`src/rtl/rmii_dibit_tx.sv`:
```
// RMII transmit serializer: bytes in, LSB-first dibits out, with optional preamble/SFD and enforced IFG.
// Latency: one cycle from byte acceptance to first dibit (plus 32 with preamble). Back-pressure via registered axiir.
module rmii_dibit_tx #(
    parameter int PREAMBLE   = 1,
    parameter int IFG_DIBITS = 48
) (
    input  logic       clk,
    input  logic       rst,
    input  logic       axiiv,
    input  logic [7:0] axiid,
    input  logic       axiilast,
    output logic       axiir,
    output logic       axiov,
    output logic [1:0] axiod,
    output logic       busy,
    output logic       underrun
);

    localparam int GW = $clog2(IFG_DIBITS + 1);
    localparam logic [GW-1:0] GLAST = GW'(IFG_DIBITS - 1);

    localparam logic [1:0] S_IDLE = 2'd0;
    localparam logic [1:0] S_PRE  = 2'd1;
    localparam logic [1:0] S_DATA = 2'd2;
    localparam logic [1:0] S_GAP  = 2'd3;

    logic [1:0]    state;
    logic [7:0]    hold;
    logic          last;
    logic [1:0]    cnt;
    logic [4:0]    pcnt;
    logic [GW-1:0] gcnt;
    logic [1:0]    nxt_dibit;

    always_comb begin
        nxt_dibit = hold[1:0];
        case (cnt)
            2'd0:    nxt_dibit = hold[3:2];
            2'd1:    nxt_dibit = hold[5:4];
            2'd2:    nxt_dibit = hold[7:6];
            default: nxt_dibit = hold[1:0];
        endcase
    end

    always_ff @(posedge clk or posedge rst) begin
        if (rst) begin
            state    <= S_IDLE;
            hold     <= 8'h00;
            last     <= 1'b0;
            cnt      <= 2'd0;
            pcnt     <= 5'd0;
            gcnt     <= '0;
            axiir    <= 1'b0;
            axiov    <= 1'b0;
            axiod    <= 2'b00;
            busy     <= 1'b0;
            underrun <= 1'b0;
        end else begin
            underrun <= 1'b0;
            case (state)
                S_IDLE: begin
                    axiir <= 1'b1;
                    axiov <= 1'b0;
                    axiod <= 2'b00;
                    busy  <= 1'b0;
                    if (axiiv && axiir) begin
                        hold  <= axiid;
                        last  <= axiilast;
                        axiir <= 1'b0;
                        axiov <= 1'b1;
                        busy  <= 1'b1;
                        cnt   <= 2'd0;
                        pcnt  <= 5'd0;
                        if (PREAMBLE != 0) begin
                            state <= S_PRE;
                            axiod <= 2'b01;
                        end else begin
                            state <= S_DATA;
                            axiod <= axiid[1:0];
                        end
                    end
                end
                S_PRE: begin
                    pcnt <= pcnt + 5'd1;
                    if (pcnt == 5'd30) begin
                        axiod <= 2'b11;
                    end else if (pcnt == 5'd31) begin
                        state <= S_DATA;
                        cnt   <= 2'd0;
                        axiod <= hold[1:0];
                    end
                end
                S_DATA: begin
                    cnt   <= cnt + 2'd1;
                    axiod <= nxt_dibit;
                    // Ready is registered, so it is raised one edge before the cnt==3 slot.
                    if (cnt == 2'd2)
                        axiir <= ~last;
                    if (cnt == 2'd3) begin
                        axiir <= 1'b0;
                        if (!last && axiiv && axiir) begin
                            hold  <= axiid;
                            last  <= axiilast;
                            cnt   <= 2'd0;
                            axiod <= axiid[1:0];
                        end else begin
                            underrun <= ~last;
                            axiov    <= 1'b0;
                            axiod    <= 2'b00;
                            // The IDLE cycle that offers ready is itself one of the gap cycles.
                            if (IFG_DIBITS <= 1) begin
                                state <= S_IDLE;
                                axiir <= 1'b1;
                                busy  <= 1'b0;
                            end else begin
                                state <= S_GAP;
                                gcnt  <= GW'(1);
                            end
                        end
                    end
                end
                default: begin
                    axiov <= 1'b0;
                    axiod <= 2'b00;
                    if (gcnt >= GLAST) begin
                        state <= S_IDLE;
                        axiir <= 1'b1;
                        busy  <= 1'b0;
                    end else begin
                        gcnt <= gcnt + GW'(1);
                    end
                end
            endcase
        end
    end

endmodule

```
`config.mk`:
```
export PLATFORM = sky130hd
export DESIGN_NAME = rmii_dibit_tx
export DESIGN_NICKNAME = d
export VERILOG_FILES = /design/src/rtl/rmii_dibit_tx.sv
export SDC_FILE = /design/constraint.sdc
export NUM_CORES = 1
export LEC_CHECK = 0
export ABC_CLOCK_PERIOD_IN_PS = 2000
export BUFFER_PORTS_ARGS = -buffer_cell sky130_fd_sc_hd__buf_2
export CAP_MARGIN = 40
export CORE_ASPECT_RATIO = 1.4
export CORE_MARGIN = 2
export CORE_UTILIZATION = 45
export DETAILED_ROUTE_END_ITERATION = 10
export PLACE_DENSITY = 0.66
export SYNTH_ARGS = -nofsm -noshare
export SYNTH_HDL_FRONTEND = slang
export SYNTH_SLANG_ARGS = --single-unit
```
`constraint.sdc`:
```
create_clock -name clk -period 2 [get_ports clk]
set_clock_uncertainty 0.1 [all_clocks]
set_input_delay 0.3 -clock clk [delete_from_list [all_inputs] [get_ports clk]]
set_output_delay 0.3 -clock clk [all_outputs]
set_load 0.05 [all_outputs]
```
# Word level (Yosys, flattened, before mapping)
# Cells that the tools add are included.
word_totals:
  ff_bits: 30
  input_bits: 12
classes:
  addsub: 3
  n_lt_le_gt_ge: 1
  eq_ne: 16
  n_mux: 48
  bitwise: 4
  reduce_logical: 22
op_table:
  columns: ["operator", "n"]
  rows:
  - ["2-to-1 mux 2 bit", 15]
  - ["2-to-1 mux 8 bit", 3]
  - ["one-hot mux 2 bit (3 select lines)", 4]
  - ["2-to-1 mux 6 bit", 3]
  - ["one-hot mux 8 bit (2 select lines)", 1]
  - ["2-to-1 mux 1 bit", 15]
  - ["inequality test 2 bit (second input constant)", 6]
  - ["one-hot mux 6 bit (2 select lines)", 1]
  - ["AND reduction 4 bit", 3]
  - ["== test 5 bit (second input constant)", 2]
  - ["one-hot mux 5 bit (2 select lines)", 1]
  - ["adder 6 x 1 -> 6 bit (second input constant)", 1]
  - ["== test 2 bit (second input constant)", 3]
  - ["greater-or-equal comparator 6 bit (second input constant)", 1]
  - ["inequality test 3 bit (second input constant)", 2]
  - ["one-hot mux 1 bit (3 select lines)", 2]
  - ["AND reduction 3 bit", 2]
  - ["AND reduction 6 bit", 1]
  - ["nonzero test 2 bit", 3]
  - ["nonzero test 3 bit", 2]
  - ["adder 5 x 1 -> 5 bit (second input constant)", 1]
  - ["2-to-1 mux 5 bit", 1]
  - ["== test 2 x 1 -> 1 bit (second input constant)", 2]
  - ["zero test 2 bit", 2]
  - ["9 further kinds", 17]

# Depth between registers and ports, before layout
# Gate-level depths: netlist of run 1.
depth:
  word_depth: 6
  mapped_depth: 7

# Worst setup path after synthesis of run 1
# No wires, ideal clock.
synth_path:
  path_kind: "reg2reg"
  from: "register state[0]"
  to: "register cnt[0]"
  setup_time_ps: 127
  arrival_time_ps: 1648
  path_slack_ps: 124
  path_stages_with_launch: 8
  path_buffers: 1
  path_cell_list: "dfrtp_1 -> inv_1 -> ha_1 -> buf_6 -> a21boi_1 -> a211oi_2 -> and2b_1 -> mux2_1"
synth_between:
  elab_chain_cells: 3
  elab_cells_between_ends: 9
  classes_between: "5 x eq/ne; 1 x mux; 3 x reduce/logical"
synth_rtl:
  columns: ["element", "line_no", "source"]
  rows:
  - ["from (decl)", "27", "logic [1:0] state;"]
  - ["from (signal assigned)", "47", "state <= S_IDLE;"]
  - ["from (signal assigned)", "75", "state <= S_PRE;"]
  - ["from (signal assigned)", "78", "state <= S_DATA;"]
  - ["== test 2 x 1 -> 1 bit (tied with other cells)", "60", "case (state)"]
  - ["inequality test 2 bit (no line) / nonzero test 3 bit (equally long branches)", null, null]
  - ["AND reduction 4 bit (no line)", null, null]
  - ["to (signal assigned)", "94", "cnt <= cnt + 2'd1;"]
  - ["to (decl)", "30", "logic [1:0] cnt;"]
# Parallel ways exist; a longest one is shown, timed or not.
# A chain may end at the register's enable or synchronous reset.

# Worst setup path in the final report of run 1
layout_path:
  from: "register pcnt[0]"
  to: "register cnt[0]"
layout_between:
  elab_chain_cells: 3
  elab_cells_between_ends: 5
  classes_between: "4 x eq/ne; 1 x reduce/logical"
layout_rtl:
  columns: ["element", "line_no", "source"]
  rows:
  - ["from (decl)", "31", "logic [4:0] pcnt;"]
  - ["from (signal assigned)", "84", "pcnt <= pcnt + 5'd1;"]
  - ["== test 5 bit (on tied branches)", "87, 85", null]
  - ["inequality test 2 bit (no line)", null, null]
  - ["AND reduction 4 bit (no line) *", null, null]
# Mark *: on every way between the ends. The rest lies on a longest branch, timed or not.

==> flow_summary.ini, run 1 <==
[status]
outcome = complete, no violations

[synth]
synthArstFlopShare_pct = 100
yosysSeqAreaShare_pct = 44.0
synth_fa_ha_area_share_pct = 8.80
synth_compound_area_share_pct = 18.7
synth-main-ff-cell = dfrtp_1
ys_types = 50
syn_inst = 157
synth-seq-cells = 30
avgSynthCellArea_sq_um = 10.9
synth_xor_area_share_pct = 0
synth_top_family_by_area = compound AO/OA/AOI/OAI gates
yosysWarnings = 0
syn_area_sq_um = 1710
synthMuxAreaShare_pct = 9.90
synth-simple-area-share_pct = 15.4
syn-num-nets = 181
synth-edff-count = 0

[cts]
cts.sinks = 30
clkTransAtPathRegs_ns = 0.07
clk_latency_ns = 0.28
root_buffer = clkbuf_8
cts_max_level = 2
numCtsBuffers = 5
cts_buffer_depth = 2
cts_tree = built

[sta]
hold_viol = 0
period_needed_ns = 1.92
setup_violations = 0
slew_headroom_pct = 74.7
fin_tns_setup_ns = 0
period_share_pct = 96.1
tightest_slew_ns = 0.380
clock.fmax_mhz = 520
slew_violations = 0

[detailed_routing]
via_count = 1343
routed_wl_mm = 3.82
remaining_drc_errors = 0
drtPass1Iterations = 4
antenna_left = 0
wire_per_inst_um = 16.3
vias_per_cell = 5.71
drtIter0Drc = 12

[worst_setup_path]
critPathKind = flip-flop to flip-flop
r2r_setup_slack_ns = 0.08
r2r_end = cnt[0]$_DFFE_PP0P_
cp-end-kind = flip-flop
start_kind = flip-flop
r2r_cells = 7
worstPathRequired_ns = 2.07
cp.arrival_ns = 1.99
regToRegStartpoint = pcnt[0]$_DFFE_PP0P_
path_max_fanout = 4

[worst_hold_path]
hold_path.class = input port to flip-flop
hold_start = axiid[3]
min_path_cells = 2
worstHoldEndpoint = hold[3]$_DFFE_PP0P_

[die]
die_h_um = 76.8
io_pins = 18
start_util_pct = 46.8
rows = 26
die_w_um = 56.0
coreArea_sq_um = 3640
fp.dieArea_sq_um = 4310

[cells_and_area]
post-route-util_pct = 57.1
area_growth_pct = 22.1
final_common_cell = dfrtp_1
layout_common_cells = dfrtp_1 (30), buf_2 (17), nand2_1 (15)
nets = 216
drive_above_1_share_pct = 29.5
num_antenna_cells = 0

[global_routing]
grt_max_degree = 31
grt_remaining_overflow = 0
grt_pass1_wl_mm = 6.29
antenna_found_initial = 0
grt_pass1_vias = 1352
globalRouteTotalUtil_pct = 18.7

[power]
peakVddDrop_uv = 1060
p_leak_uw = 0.000991
power.density_nw_per_um2 = 1670

[place]
gp_routability_congestion = 0.856
hpwl_mm = 2.76
numPortBuffers = 17

[run]
max_cap_viol_count = 0
==> area by class of cell <==
| class | count | area (sq um) |
|---|---|---|
| Inverter | 9 | 33.8 |
| Fill cell | 331 | 1560 |
| Clock inverter | 3 | 40.0 |
| Clock buffer | 5 | 68.8 |
| Multi-Input combinational cell | 115 | 943 |
| Sequential cell | 30 | 751 |
| Timing Repair Buffer | 31 | 193 |
| Tap cell | 42 | 52.6 |
==> logic make-up after synthesis <==
group / after synthesis
buffers and inverters: 12
muxes: 15
adders and majority gates: 12
AOI/OAI and AO/OA: 42
and+or+nand+nor: 46
DFF: 30
==> registers in the layout, indices dropped and copies added, names as in the netlist <==
signal,count
hold,8
underrun,1
state,2
cnt,2
last,1
gcnt,6
axiov,1
pcnt,5
axiod,2
axiir,1
busy,1
==> synth_stat cells, types with 3 or more instances <==
cell type   n  area, sq um
a21oi_1     6         30.0
a22o_1      3         26.3
a31oi_1     3         18.8
and3_1      3         18.8
dfrtp_1    30          751
ha_1       12          150
inv_1       9         33.8
mux2_1     11          124
mux2i_1     3         30.0
nand2_1    15         56.3
nand2b_1    3         18.8
nor2_1      5         18.8
nor2b_1     3         18.8
o21ai_0     4         20.0
o21ai_1     3         15.0
o31ai_1     4         30.0
==> what timing repair did <==
action | CTS | global route
setup buffers | 0 | 5
setup endpoints to repair | 2 | 12
cloned | 0 | 0
endpoints found under the hold margin | 10 | 0
pin swaps | 0 | 2
hold buffers | 1 | 0
resized for setup | 3 | 8
==> layer usage <==
layer | GRT usage (%) | vias up | share of wire [%]
met5 | 0 | - | 0
li1 | - | 652 | -
met1 | 20.8 | 653 | 39
met2 | 33.9 | 29 | 55
met4 | 6.67 | 0 | 2.3
met3 | 4.55 | 9 | 3.1
==> worst max-delay path by stage <==
| stage | start | end | depth (start not counted) |
|---|---|---|---|
| finish | pcnt[0]$_DFFE_PP0P_ | cnt[0]$_DFFE_PP0P_ | 7 |
| floorplan | state[0]$_DFFE_PP0P_ | cnt[0]$_DFFE_PP0P_ | 7 |
| detailed placement | state[0]$_DFFE_PP0P_ | cnt[0]$_DFFE_PP0P_ | 6 |
| CTS | pcnt[0]$_DFFE_PP0P_ | cnt[0]$_DFFE_PP0P_ | 7 |
| global route | state[0]$_DFFE_PP0P_ | hold[2]$_DFFE_PP0P_ | 5 |
| global placement | pcnt[0]$_DFFE_PP0P_ | cnt[0]$_DFFE_PP0P_ | 7 |
==> worst max-delay path: stages (launching register included) <==
cell      delay (ns)
dfrtp_1         0.39
ha_2            0.21
and3_4          0.20
ha_4            0.12
nor2b_2         0.04
a211oi_2        0.24
and2b_2         0.21
mux2_4          0.30
==> per-stage QoR <==
step	total power [uW]	cell area, sq um	std cells	hold slack, ns	setup WS, ns
detailed placement	2750	1880	221	0.305	0.00553
CTS	3380	2010	230	0.130	0.0280
finish	3470	2080	235	0.130	0.0778
floorplan	2300	1710	157	0.291	0.124
global route	3710	2080	235	0.131	-0.00354
global placement	2670	1880	221	0.286	0.0592
==> report_power, final <==
part / internal, uW / leakage, uW / switching (uW)
Clock: 366 / 0.0000579 / 238
Combinational: 816 / 0.000552 / 990
Sequential: 854 / 0.000382 / 206
Total: 2040 / 0.000991 / 1430
No activity file was read; power rests on OpenSTA's default activity.
==> run 2, diff against run 1 <==
--- a/config.mk
+++ b/config.mk
@@ -12,6 +12,7 @@
 export CORE_MARGIN = 2
 export CORE_UTILIZATION = 45
 export DETAILED_ROUTE_END_ITERATION = 10
+export MAX_ROUTING_LAYER = met4
 export PLACE_DENSITY = 0.66
 export SYNTH_ARGS = -nofsm -noshare
 export SYNTH_HDL_FRONTEND = slang
==> flow_summary.ini, run 2 (synthesis results as in run 1) <==
[status]
outcome = complete, no violations

[place]
hpwl_mm = 2.76
numPortBuffers = 17
placed_area_sq_um = 1880
gp_routability_congestion = 0.870
post-place-ws_ns = 0.00553

[sta]
clock.fmax_mhz = 521
fin_tns_setup_ns = 0
period_needed_ns = 1.92
hold_viol = 0
setup_violations = 0
worst_slack_ns = 0.0793
slew_headroom_pct = 73.8
slew_violations = 0
period_share_pct = 96.0
holdWs_ns = 0.128
tightest_slew_ns = 0.393

[detailed_routing]
drtIter0Drc = 26
drtPass1Iterations = 4
wire_per_inst_um = 16.3
routed_wl_mm = 3.84
antenna_left = 0
vias_per_cell = 5.80
via_count = 1362
remaining_drc_errors = 0

[cells_and_area]
drive_above_1_share_pct = 29.5
area_growth_pct = 22.1
num_antenna_cells = 0
regMostFlops = hold
final_cell_area_sq_um = 2080
reg.largest.list = hold (8), gcnt (6), pcnt (5)
final_common_cell = dfrtp_1
nets = 216
layout_common_cells = dfrtp_1 (30), buf_2 (17), nand2_1 (15)
nFillCells = 331
largest_reg_flops = 8

[global_routing]
antenna_found_initial = 0
use_met2_pct = 34.0
grt_pass1_wl_mm = 6.27
globalRouteTotalUtil_pct = 19.2
top_usage_layer = met2
met1_usage_pct = 20.5
grt_remaining_overflow = 0
use_met3_pct = 4.55
grt_max_degree = 31
grt_pass1_vias = 1357

[power]
peakVddDrop_uv = 1060
power.density_nw_per_um2 = 1670
p_leak_uw = 0.000991

[worst_setup_path]
cp.arrival_ns = 1.99
crit_chain = ha_2, and3_4, ha_4, nor2b_2, a211oi_2, and2b_2, mux2_4
critPathKind = flip-flop to flip-flop
cp-end-kind = flip-flop
worstPathRequired_ns = 2.07
critPathSlowestCell = dfrtp_1
max_stage_delay_ns = 0.39
start_kind = flip-flop
path_max_fanout = 4
r2r_cells = 7

[die]
start_util_pct = 46.8
fp.dieArea_sq_um = 4310
rows = 26
die_h_um = 76.8
coreArea_sq_um = 3640
io_pins = 18
die_w_um = 56.0

[worst_hold_path]
min_path_cells = 2
hold_path.class = input port to flip-flop

[cts]
cts_max_level = 2
clkTransAtPathRegs_ns = 0.07
numCtsBuffers = 5
cts_buffer_depth = 2
root_buffer = clkbuf_8
cts.sinks = 30
clk_latency_ns = 0.29
cts_tree = built

[run]
max_cap_viol_count = 0
[run 2: power by group]
| group | leakage, uW | switching (uW) | total (uW) | internal, uW |
|---|---|---|---|---|
| Combinational | 0.000552 | 993 | 1810 | 816 |
| Clock | 0.0000579 | 243 | 609 | 366 |
| Sequential | 0.000382 | 205 | 1060 | 854 |
[run 2: path summary, 6_finish.rpt]
path / startpoint / end / slack, ns
setup / recovery: pcnt[0]$_DFFE_PP0P_ / cnt[0]$_DFFE_PP0P_ / 0.08
hold / removal: axiid[3] / hold[3]$_DFFE_PP0P_ / 0.13
setup reg to reg: pcnt[0]$_DFFE_PP0P_ / cnt[0]$_DFFE_PP0P_ / 0.08
hold reg to reg: axiod[1]$_DFFE_PP0P_ / axiod[1]$_DFFE_PP0P_ / 0.37
max in group asynchronous: rst / state[0]$_DFFE_PP0P_ / 0.97
min in group asynchronous: rst / axiod[1]$_DFFE_PP0P_ / 0.54
[run 2: layout make-up]
class | instances | area [sq um] | area share, %
clock buffers | 5 | 68.8 | 3.31
clock inverters | 3 | 40.0 | 1.92
inverters | 9 | 33.8 | 1.62
multi-input cells | 115 | 943 | 45.3
flip-flops and latches | 30 | 751 | 36.1
well taps | 42 | 52.6 | 2.52
repair buffers | 31 | 193 | 9.25
[run 2: layer usage]
| metal | vias to the layer above | part of all wire, % |
|---|---|---|
| met5 | - | 0 |
| met4 | 0 | 1.9 |
| met3 | 9 | 3.2 |
| met2 | 27 | 55 |
| met1 | 671 | 40 |
| li1 | 655 | - |
[run 2: timing repair]
item | in CTS | in global routing
hold buffers | 1 | 0
pin swaps | 0 | 2
endpoints found under the hold margin | 10 | 0
setup endpoints to repair | 2 | 12
buffers inserted | 0 | 5
gates resized for setup | 3 | 8
[run 2: through the flow]
stage | instances | total power, uW | util [%]
finish | 235 | 3480 | 57.1
global route | 235 | 3710 | 57.1
CTS | 230 | 3380 | 55.2
detailed placement | 221 | 2750 | 51.7
global placement | 221 | 2670 | 51.7
floorplan | 157 | 2300 | -
[run 2: worst max-delay path: cells and delay by family, from the launching register on]
kind / cells / cell delay [ns]
AO/OA/AOI/OAI: 1 / 0.24
adder cells (fa/ha/maj): 2 / 0.33
flip-flops: 1 / 0.39
multiplexers: 1 / 0.29
AND/OR/NAND/NOR: 3 / 0.45
